File: src/rtl/mips_ctrl_pkg.sv
// Shared MIPS control definitions: opcodes, ALUOp encodings and the control bundle.
// Used by the ID-stage main decoder and by the EX-stage ALU control decoder.
package mips_ctrl_pkg;

  localparam logic [5:0] OP_RTYPE = 6'b000000;
  localparam logic [5:0] OP_LW    = 6'b100011;
  localparam logic [5:0] OP_SW    = 6'b101011;
  localparam logic [5:0] OP_BEQ   = 6'b000100;
  localparam logic [5:0] OP_ADDI  = 6'b001000;
  localparam logic [5:0] OP_ANDI  = 6'b001100;
  localparam logic [5:0] OP_ORI   = 6'b001101;
  localparam logic [5:0] OP_SLTI  = 6'b001010;
  localparam logic [5:0] OP_J     = 6'b000010;

  localparam logic [2:0] ALUOP_MEM  = 3'b000;
  localparam logic [2:0] ALUOP_BR   = 3'b001;
  localparam logic [2:0] ALUOP_R    = 3'b010;
  localparam logic [2:0] ALUOP_ANDI = 3'b011;
  localparam logic [2:0] ALUOP_ORI  = 3'b100;
  localparam logic [2:0] ALUOP_SLTI = 3'b111;

  typedef struct packed {
    logic [2:0] aluop;
    logic       regdst;
    logic       alusrc;
    logic       memread;
    logic       memwrite;
    logic       branch;
    logic       regwrite;
    logic       memtoreg;
  } ctrl_t;

  function automatic ctrl_t make_ctrl(
    input logic [2:0] aluop,
    input logic regdst, input logic alusrc, input logic memread,
    input logic memwrite, input logic branch, input logic regwrite,
    input logic memtoreg
  );
    ctrl_t c;
    c.aluop    = aluop;
    c.regdst   = regdst;
    c.alusrc   = alusrc;
    c.memread  = memread;
    c.memwrite = memwrite;
    c.branch   = branch;
    c.regwrite = regwrite;
    c.memtoreg = memtoreg;
    return c;
  endfunction

  localparam ctrl_t CTRL_NONE = make_ctrl(ALUOP_MEM, 1'b0, 1'b0, 1'b0, 1'b0, 1'b0, 1'b0, 1'b0);

endpackage

File: src/rtl/main_decoder.sv
// Combinational main control decoder: opcode -> control bundle plus
// illegal/jump flags and whether rt is read as a source operand.
module main_decoder
  import mips_ctrl_pkg::*;
(
  input  logic [5:0] opcode,
  output ctrl_t      ctrl,
  output logic       illegal,
  output logic       jump,
  output logic       rt_is_source
);

  // opcode decode table
  always_comb begin
    ctrl         = CTRL_NONE;
    illegal      = 1'b0;
    jump         = 1'b0;
    rt_is_source = 1'b0;
    case (opcode)
      OP_RTYPE: begin
        ctrl         = make_ctrl(ALUOP_R, 1'b1, 1'b0, 1'b0, 1'b0, 1'b0, 1'b1, 1'b0);
        rt_is_source = 1'b1;
      end
      OP_LW:   ctrl = make_ctrl(ALUOP_MEM, 1'b0, 1'b1, 1'b1, 1'b0, 1'b0, 1'b1, 1'b1);
      OP_SW: begin
        ctrl         = make_ctrl(ALUOP_MEM, 1'b0, 1'b1, 1'b0, 1'b1, 1'b0, 1'b0, 1'b0);
        rt_is_source = 1'b1;
      end
      OP_BEQ: begin
        ctrl         = make_ctrl(ALUOP_BR, 1'b0, 1'b0, 1'b0, 1'b0, 1'b1, 1'b0, 1'b0);
        rt_is_source = 1'b1;
      end
      OP_ADDI: ctrl = make_ctrl(ALUOP_MEM,  1'b0, 1'b1, 1'b0, 1'b0, 1'b0, 1'b1, 1'b0);
      OP_ANDI: ctrl = make_ctrl(ALUOP_ANDI, 1'b0, 1'b1, 1'b0, 1'b0, 1'b0, 1'b1, 1'b0);
      OP_ORI:  ctrl = make_ctrl(ALUOP_ORI,  1'b0, 1'b1, 1'b0, 1'b0, 1'b0, 1'b1, 1'b0);
      OP_SLTI: ctrl = make_ctrl(ALUOP_SLTI, 1'b0, 1'b1, 1'b0, 1'b0, 1'b0, 1'b1, 1'b0);
      OP_J:    jump = 1'b1;
      default: illegal = 1'b1;
    endcase
  end

endmodule

File: src/rtl/id_ex_control.sv
// Main control decode, load-use hazard detection and the ID/EX control register.
// Optional saturating stall/bubble counters are enabled with ID_EX_PERF_CNT_EN.
module id_ex_control
  import mips_ctrl_pkg::*;
#(
  parameter int RA_W  = 5,
  parameter int CNT_W = 32
) (
  input  logic            clk,
  input  logic            rst,
  input  logic            id_valid,
  input  logic [5:0]      id_opcode,
  input  logic [5:0]      id_funct,
  input  logic [RA_W-1:0] id_rs,
  input  logic [RA_W-1:0] id_rt,
  input  logic [RA_W-1:0] id_rd,
  input  logic            flush,
  output logic            stall,
  output logic            id_jump,
  output logic [2:0]      ex_aluop,
  output logic [5:0]      ex_funct,
  output logic            ex_regdst,
  output logic            ex_alusrc,
  output logic [RA_W-1:0] ex_rs,
  output logic [RA_W-1:0] ex_rt,
  output logic [RA_W-1:0] ex_rd,
  output logic            m_memread,
  output logic            m_memwrite,
  output logic            m_branch,
  output logic            wb_regwrite,
  output logic            wb_memtoreg,
`ifdef ID_EX_PERF_CNT_EN
  output logic            ex_illegal,
  output logic [CNT_W-1:0] stall_cnt,
  output logic [CNT_W-1:0] bubble_cnt
`else
  output logic            ex_illegal
`endif
);

  localparam logic [RA_W-1:0] REG_ZERO = {RA_W{1'b0}};

  ctrl_t dec_ctrl_s;
  logic  dec_illegal_s;
  logic  dec_jump_s;
  logic  dec_rt_src_s;

  ctrl_t           ctrl_r;
  logic            illegal_r;
  logic [5:0]      funct_r;
  logic [RA_W-1:0] rs_r;
  logic [RA_W-1:0] rt_r;
  logic [RA_W-1:0] rd_r;

  logic hazard_s;
  logic stall_s;
  logic bubble_s;

  main_decoder u_main_decoder (
    .opcode       (id_opcode),
    .ctrl         (dec_ctrl_s),
    .illegal      (dec_illegal_s),
    .jump         (dec_jump_s),
    .rt_is_source (dec_rt_src_s)
  );

  // load in ID/EX whose destination feeds a source of the ID instruction; $0 never hazards
  always_comb begin
    hazard_s = 1'b0;
    if (ctrl_r.memread && (rt_r != REG_ZERO) &&
        ((rt_r == id_rs) || ((rt_r == id_rt) && dec_rt_src_s))) begin
      hazard_s = 1'b1;
    end else begin
      hazard_s = 1'b0;
    end
  end

  assign stall_s  = id_valid & hazard_s & ~flush;
  assign bubble_s = flush | stall_s | ~id_valid;
  assign stall    = stall_s;
  assign id_jump  = id_valid & dec_jump_s;

  // ID/EX pipeline register
  always_ff @(posedge clk or posedge rst) begin
    if (rst) begin
      ctrl_r    <= CTRL_NONE;
      illegal_r <= 1'b0;
      funct_r   <= 6'b000000;
      rs_r      <= REG_ZERO;
      rt_r      <= REG_ZERO;
      rd_r      <= REG_ZERO;
    end else if (bubble_s) begin
      ctrl_r    <= CTRL_NONE;
      illegal_r <= 1'b0;
      funct_r   <= 6'b000000;
      rs_r      <= REG_ZERO;
      rt_r      <= REG_ZERO;
      rd_r      <= REG_ZERO;
    end else begin
      ctrl_r    <= dec_ctrl_s;
      illegal_r <= dec_illegal_s;
      funct_r   <= id_funct;
      rs_r      <= id_rs;
      rt_r      <= id_rt;
      rd_r      <= id_rd;
    end
  end

  assign ex_aluop    = ctrl_r.aluop;
  assign ex_funct    = funct_r;
  assign ex_regdst   = ctrl_r.regdst;
  assign ex_alusrc   = ctrl_r.alusrc;
  assign ex_rs       = rs_r;
  assign ex_rt       = rt_r;
  assign ex_rd       = rd_r;
  assign m_memread   = ctrl_r.memread;
  assign m_memwrite  = ctrl_r.memwrite;
  assign m_branch    = ctrl_r.branch;
  assign wb_regwrite = ctrl_r.regwrite;
  assign wb_memtoreg = ctrl_r.memtoreg;
  assign ex_illegal  = illegal_r;

`ifdef ID_EX_PERF_CNT_EN
  localparam logic [CNT_W-1:0] CNT_MAX  = {CNT_W{1'b1}};
  localparam logic [CNT_W-1:0] CNT_ZERO = {CNT_W{1'b0}};
  localparam logic [CNT_W-1:0] CNT_ONE  = {{(CNT_W-1){1'b0}}, 1'b1};

  logic [CNT_W-1:0] stall_cnt_r;
  logic [CNT_W-1:0] bubble_cnt_r;

  // saturating stall / bubble event counters
  always_ff @(posedge clk or posedge rst) begin
    if (rst) begin
      stall_cnt_r  <= CNT_ZERO;
      bubble_cnt_r <= CNT_ZERO;
    end else begin
      if (stall_s && (stall_cnt_r != CNT_MAX)) begin
        stall_cnt_r <= stall_cnt_r + CNT_ONE;
      end else begin
        stall_cnt_r <= stall_cnt_r;
      end
      if (bubble_s && (bubble_cnt_r != CNT_MAX)) begin
        bubble_cnt_r <= bubble_cnt_r + CNT_ONE;
      end else begin
        bubble_cnt_r <= bubble_cnt_r;
      end
    end
  end

  assign stall_cnt  = stall_cnt_r;
  assign bubble_cnt = bubble_cnt_r;
`endif

endmodule

File: config.mk
export PLATFORM = sky130hd
export DESIGN_NAME = id_ex_control
export DESIGN_NICKNAME = d
export VERILOG_FILES = /design/src/rtl/mips_ctrl_pkg.sv /design/src/rtl/main_decoder.sv /design/src/rtl/id_ex_control.sv
export SDC_FILE = /design/constraint.sdc
export NUM_CORES = 1
export LEC_CHECK = 0
export CAP_MARGIN = 25
export CORE_ASPECT_RATIO = 1.75
export CORE_MARGIN = 2
export CORE_UTILIZATION = 35
export DETAILED_ROUTE_END_ITERATION = 6
export PLACE_DENSITY = 0.7
export SYNTH_ARGS = -nofsm -noshare
export SYNTH_HDL_FRONTEND = slang
export SYNTH_SLANG_ARGS = --single-unit
File: constraint.sdc
create_clock -name clk -period 1.8 [get_ports clk]
set_clock_uncertainty 0.2 [all_clocks]
set_input_delay 0.27 -clock clk [delete_from_list [all_inputs] [get_ports clk]]
set_output_delay 0.27 -clock clk [all_outputs]
set_load 0.01 [all_outputs]
==> run_results.csv, run 1 <==
group,metric,value,unit
run_status,status,"finished with violations",
run_status,failed_checks,"setup timing",
final_layout,fin_nets,270,
critical_path,reg2reg_depth,7,
sta,max-slew-margin-rel,0.743,
detailed_routing,post_drt_wl_per_cell,15.8,um
power,combinationalPowerShare,0.215,
power,p_per_area,565,nW/um^2
min_path,hold_path_class,"in -> async",
detailed_routing,drc,0,
sta,worstMarginPinSlew,0.385,ns
clock_tree,hold_buffers,0,
power,switchingPower,0.000401,W
grt,grt_max_degree,32,
critical_path,path_max_fanout,2,
sta,fmaxAchievable,421,MHz
logic_synthesis,synth-edff-count,0,
place,dp_cells,265,
clock_tree,cts_htree_levels,2,
clock_tree,clk_pin_slew_worst_paths,0.06,ns
critical_path,cp.required,1.33,ns
critical_path,critPathLaunchType,"register",
critical_path,crit_buf_inv,1,
grt,grt_use_total,0.193,
floorplan,die_width,55.0,um
detailed_routing,ant_nets,0,
critical_path,reg2reg_slack,-0.46,ns
logic_synthesis,postSynthAreaPerCell,12.4,um^2
logic_synthesis,synthCells,128,
logic_synthesis,ys_seq_elements,31,
critical_path,endpoint_kind,"output pin",
power,power_frac_clock,0.352,
floorplan,rows,32,
detailed_routing,via_per_inst,4.95,
final_layout,layoutNonFillerInstCount,291,
sta,setup_viol,32,
clock_tree,cts_tree,"done",
clock_tree,numCtsBuffers,5,
critical_path,timing.rr.start,"ex_rt[1]$_DFF_PP0_",
power,power,0.00168,W
place,place_ws,-0.961,ns
job,drv_cap,0,
logic_synthesis,yosys_warnings,0,
sta,fin_crit_sh,1.32,
sta,rsz0062_at_grt,"yes",
power,p_leak,1.29,nW
critical_path,path_delay_family,"simple AND/OR/NAND/NOR gates",
grt,use_met3,0.0431,
critical_path,max_stage_delay,0.49,ns
clock_tree,cts_sinks,31,
power,seqPwrFrac,0.433,
clock_tree,clock_latency,0.29,ns
clock_tree,ctsRootBufferMaster,"clkbuf_8",
final_layout,final_util,0.675,
sta,fin_setup_tns,-11.81,ns
logic_synthesis,yosysSeqAreaShare,0.488,
grt,grt_overflow,0,
critical_path,crit_slowest_cell,"or4_4",
final_layout,final_common_cell,"clkdlybuf4s50_1",
power,p_sw_frac,0.239,
grt,antenna_found_initial,0,
power,p_int,0.00128,W
grt,grt_pass1_vias,1560,
grt,busiest_layer,"met2",
final_layout,antenna_cells,0,
final_layout,fill_cells,318,
logic_synthesis,netlist_area,1590,um^2
logic_synthesis,synth_area_leaders,"dfrtp_1, nor3b_2, xor2_1, buf_6, nor3b_1",
final_layout,most-common-layout-cells,"clkdlybuf4s50_1, dfrtp_1, buf_4",
critical_path,cp.arrival,1.91,ns
grt,met2_usage,0.347,
critical_path,cp_cell_sequence,"xor2_1 -> or4_4 -> or2_4 -> a21oi_2 -> buf_2",
detailed_routing,drtIter0Drc,42,
power,ir_drop,0.000504,V
logic_synthesis,synthFlopType,"dfrtp_1",
place,port_buffers,64,
floorplan,pin_count,65,
grt,gr-usage-met1,0.194,
detailed_routing,firstDrtPassIters,4,
sta,hold_viol,0,
final_layout,drive_gt1_frac,0.417,
logic_synthesis,yosysTopAreaCellShare,0.488,
sta,drv_slew,0,
floorplan,die_h,93.2,um
detailed_routing,wirelength,4610,um
final_layout,area_growth,86.9,%
critical_path,path_class,"reg -> out",
floorplan,dieArea,5120,um^2
grt,grt_pass1_wl,7000,um
critical_path,r2r_end,"ex_aluop[2]$_DFF_PP0_",
floorplan,start_util,0.361,
detailed_routing,num_vias,1441,
floorplan,core,4400,um^2
logic_synthesis,syn-num-nets,159,
logic_synthesis,ys_types,39,
clock_tree,cts_max_path_buffers,2,
place,dp_hpwl,3190,um
logic_synthesis,async_flop_share,1.00,
sta,fin_crit,2.38,ns
logic_synthesis,synth_top_area_cell,"dfrtp_1",
sta,layout_setup_ws,-0.576,ns
place,place_congestion,0.776,
-- routing by layer --
layer | routed length, um | share of wire | vias up
met2 | 2750 | 0.60 | 56
met5 | 0 | 0 | -
met4 | 136 | 0.030 | 0
met3 | 249 | 0.054 | 10
met1 | 1470 | 0.32 | 698
li1 | - | - | 677
-- worst max path at each step --
stage	start	to	slack, ns	cells past startpoint
global placement	id_rs[4]	stall	-0.94	6
detailed placement	id_valid	stall	-0.96	6
CTS	ex_rt[4]$_DFF_PP0_	stall	-0.59	5
floorplan	ex_rt[4]$_DFF_PP0_	stall	-0.22	4
global route	ex_rt[1]$_DFF_PP0_	stall	-0.62	5
finish	ex_rt[1]$_DFF_PP0_	stall	-0.58	5
-- area by class of cell --
cell class                 instances  area [um^2]  area share
clock buffer                       8          100      0.0337
tap                               51         63.8      0.0215
timing repair buffer             113         1160       0.389
multi-input combinational         85          865       0.291
sequential                        31          776       0.261
inverter                           3         11.3     0.00379
-- cell usage after synthesis (3+ instances only) --
cell,instances
inv_1,3
xor2_1,9
nor3b_1,4
nor3b_2,18
buf_6,3
or3_1,4
a21oi_1,4
nor2_1,3
nand2_1,5
dfrtp_1,31
o21ai_0,3
clkbuf_1,3
-- metrics by stage --
step | area, um^2 | hold WS (ns)
floorplan | 1600 | 0.174
global placement | 2500 | 0.480
detailed placement | 2500 | 0.493
CTS | 2880 | 0.188
global route | 2970 | 0.217
finish | 2970 | 0.170
-- power groups by stage --
| stage | registers (W) | clock network [W] | logic [W] |
|---|---|---|---|
| floorplan | 0.000751 | 0 | 0.000111 |
| global placement | 0.000738 | 0 | 0.000291 |
| detailed placement | 0.000739 | 0 | 0.000298 |
| CTS | 0.000726 | 0.000601 | 0.000345 |
| global route | 0.000727 | 0.000641 | 0.000384 |
| finish | 0.000726 | 0.000592 | 0.000361 |
-- logic make-up after synthesis --
family                    share of synthesized area
AOI/OAI and AO/OA                            0.0921
DFF                                           0.488
xor gates and xnor gates                     0.0606
and+or+nand+nor                               0.312
buffers and inverters                        0.0480
-- worst reg2reg max path: stages, from the launching register on --
cell	delay (ns)
dfrtp_1	0.40
buf_6	0.13
or4_4	0.54
o211ai_2	0.17
buf_4	0.15
o211ai_1	0.08
buf_4	0.16
nor4_4	0.31
-- state kept, by name, indices dropped and copies added, names as in the netlist --
name	flops
ex_funct	6
ex_rd	5
ex_rs	5
ex_rt	5
ex_aluop	3
ex_alusrc	1
ex_illegal	1
ex_regdst	1
m_branch	1
m_memread	1
m_memwrite	1
wb_regwrite	1
-- repair_timing --
item                                    4_1_cts  5_1_grt
endpoints found under the setup margin       37       34
setup buffers                                10        6
resized for setup                            51       12
gates cloned                                  4        0
pin swaps                                    16       15
Note: power is estimated with default switching activity, not from simulation.
==> run 2, diff against run 1 <==
--- a/config.mk
+++ b/config.mk
@@ -8,9 +8,9 @@
 export CAP_MARGIN = 25
 export CORE_ASPECT_RATIO = 1.75
 export CORE_MARGIN = 2
-export CORE_UTILIZATION = 35
+export CORE_UTILIZATION = 38
 export DETAILED_ROUTE_END_ITERATION = 6
-export PLACE_DENSITY = 0.7
+export PLACE_DENSITY = 0.75
 export SYNTH_ARGS = -nofsm -noshare
 export SYNTH_HDL_FRONTEND = slang
 export SYNTH_SLANG_ARGS = --single-unit
==> run 2 against run 1 <==
  * The flow still finishes with violations (setup timing)
  * Clock power increased by 39%
  * Flip-flop and latch count unchanged
  * Wire length increased by 1.9%
  * Global-route usage increased by 1.1 points
  * Total power increased by 13%
  * Via count increased by 0.49%
  * Hold slack got worse by 0.016 ns
  * Register-to-register slack improved by 0.04 ns
  * Critical endpoint unchanged
  * Largest power group is now the clock network
==> run_results.csv, run 2 (synthesis gave the netlist of run 1 again) <==
group,metric,value,unit
sta,fin_crit,2.34,ns
grt,grt_max_degree,32,
critical_path,critPathLaunchType,"register",
grt,grt_pass1_vias,1561,
final_layout,antenna_cells,0,
run_status,status,"finished with violations",
sta,layout_setup_ws,-0.545,ns
detailed_routing,firstDrtPassIters,4,
floorplan,die_width,52.9,um
final_layout,fin_nets,267,
sta,drv_slew,0,
grt,grt_use_total,0.204,
floorplan,rows,31,
power,combinationalPowerShare,0.185,
detailed_routing,post_drt_wl_per_cell,16.4,um
critical_path,max_stage_delay,0.51,ns
final_layout,area_growth,86.2,%
critical_path,cp.required,1.33,ns
detailed_routing,drc,0,
place,dp_hpwl,3030,um
grt,grt_overflow,0,
critical_path,crit_buf_inv,1,
clock_tree,cts_max_path_buffers,2,
power,switchingPower,0.000427,W
critical_path,crit_slowest_cell,"or4_4",
critical_path,path_class,"reg -> out",
clock_tree,cts_sinks,31,
floorplan,start_util,0.390,
min_path,hold_path_class,"in -> async",
final_layout,most-common-layout-cells,"clkdlybuf4s50_1, dfrtp_1, buf_4",
clock_tree,numCtsBuffers,5,
power,p_leak,1.26,nW
power,power_frac_clock,0.433,
clock_tree,hold_buffers,0,
place,port_buffers,64,
detailed_routing,ant_nets,0,
final_layout,drive_gt1_frac,0.414,
critical_path,cp.arrival,1.87,ns
floorplan,dieArea,4740,um^2
clock_tree,clk_pin_slew_worst_paths,0.07,ns
clock_tree,clock_latency,0.29,ns
sta,worstMarginPinSlew,0.398,ns
floorplan,die_h,89.6,um
power,p_int,0.00147,W
grt,grt_pass1_wl,6980,um
detailed_routing,drtIter0Drc,45,
sta,rsz0062_at_grt,"yes",
power,seqPwrFrac,0.382,
sta,max-slew-margin-rel,0.735,
job,drv_cap,0,
final_layout,final_common_cell,"clkdlybuf4s50_1",
floorplan,pin_count,65,
floorplan,core,4070,um^2
power,ir_drop,0.000663,V
critical_path,cp_cell_sequence,"xor2_1 -> or4_4 -> or2_4 -> a21oi_2 -> buf_2",
detailed_routing,via_per_inst,5.06,
final_layout,largest_register_ffs,6,
power,p_per_area,641,nW/um^2
place,dp_cells,264,
run_status,failed_checks,"setup timing",
sta,setup_viol,32,
grt,antenna_found_initial,0,
detailed_routing,wirelength,4700,um
critical_path,path_delay_family,"simple AND/OR/NAND/NOR gates",
place,place_ws,-1.01,ns
sta,fin_crit_sh,1.30,
final_layout,fill_cells,276,
power,p_sw_frac,0.225,
place,place_congestion,0.790,
final_layout,layoutNonFillerInstCount,286,
sta,fmaxAchievable,426,MHz
sta,hold_viol,0,
clock_tree,ctsRootBufferMaster,"clkbuf_8",
clock_tree,cts_tree,"done",
critical_path,endpoint_kind,"output pin",
clock_tree,cts_htree_levels,2,
detailed_routing,num_vias,1448,
critical_path,path_max_fanout,2,
sta,holdWs,0.154,ns
## run 2: area by class of cell
cell class | count | area (um^2) | share of cell area
well taps | 49 | 61.3 | 0.0207
multi-input cells | 85 | 855 | 0.289
flip-flops and latches | 31 | 776 | 0.262
inverters | 3 | 11.3 | 0.00380
clock buffers | 5 | 68.8 | 0.0232
repair buffers | 110 | 1120 | 0.379
clock inverters | 3 | 67.6 | 0.0228
## run 2: path summary, 6_finish.rpt
kind | start | endpoint | slack [ns] | depth (start not counted)
min | rst | ex_rs[1]$_DFF_PP0_ | 0.15 | 3
min in group clk | id_rs[1] | ex_rs[1]$_DFF_PP0_ | 0.23 | 2
min reg2reg | m_memread$_DFF_PP0_ | ex_illegal$_DFF_PP0_ | 0.83 | 5
max in group asynchronous | rst | ex_rd[0]$_DFF_PP0_ | 0.94 | 3
max reg2reg | ex_rt[4]$_DFF_PP0_ | ex_rs[4]$_DFF_PP0_ | -0.42 | 9
max | ex_rt[4]$_DFF_PP0_ | stall | -0.54 | 5
## run 2: worst reg2reg max path, cell delays in order (launching register included)
cell,delay (ns)
dfrtp_1,0.39
buf_4,0.15
or4_4,0.45
o211ai_4,0.19
buf_4,0.14
buf_6,0.10
o21ai_4,0.07
buf_12,0.14
buf_12,0.14
nor3b_2,0.17
## run 2: timing repair
action                                  in CTS  in global routing
pin swaps                                   12                  8
gates resized for setup                     42                 17
setup buffers                                8                  4
endpoints found under the setup margin      38                 33
gates cloned                                 3                  0
## run 2: metal layers
| layer | wire length (um) | vias up | GRT usage |
|---|---|---|---|
| met5 | 0 | - | 0 |
| met4 | 130 | 0 | 0.135 |
| met3 | 270 | 12 | 0.0530 |
| met2 | 2650 | 58 | 0.357 |
| met1 | 1650 | 703 | 0.208 |
| li1 | - | 675 | - |
## run 2: power groups by stage
stage / Clock, W / Combinational, W / Sequential [W]
global placement: 0 / 0.000291 / 0.000738
global route: 0.000874 / 0.000374 / 0.000727
CTS: 0.000834 / 0.000325 / 0.000725
finish: 0.000822 / 0.000351 / 0.000725
floorplan: 0 / 0.000111 / 0.000751
detailed placement: 0 / 0.000299 / 0.000738
## run 2: through the flow
| step | area [um^2] | utilization | power [W] | TNS [ns] |
|---|---|---|---|---|
| 2_1_floorplan | 1600 | - | 0.000862 | -5.67 |
| 3_3_place_gp | 2510 | 0.618 | 0.00103 | -17.32 |
| 3_5_place_dp | 2510 | 0.618 | 0.00104 | -18.25 |
| 4_1_cts | 2870 | 0.704 | 0.00188 | -9.68 |
| 5_1_grt | 2960 | 0.727 | 0.00198 | -14.33 |
| 6_report | 2960 | 0.727 | 0.00190 | -12.07 |
==> run 3, diff against run 2 <==
--- a/config.mk
+++ b/config.mk
@@ -11,6 +11,7 @@
 export CORE_UTILIZATION = 38
 export DETAILED_ROUTE_END_ITERATION = 6
 export PLACE_DENSITY = 0.75
+export SLEW_MARGIN = 10
 export SYNTH_ARGS = -nofsm -noshare
 export SYNTH_HDL_FRONTEND = slang
 export SYNTH_SLANG_ARGS = --single-unit
==> results of run 3 <==
Final layout, timing and power as in run 2 (identical DEF).
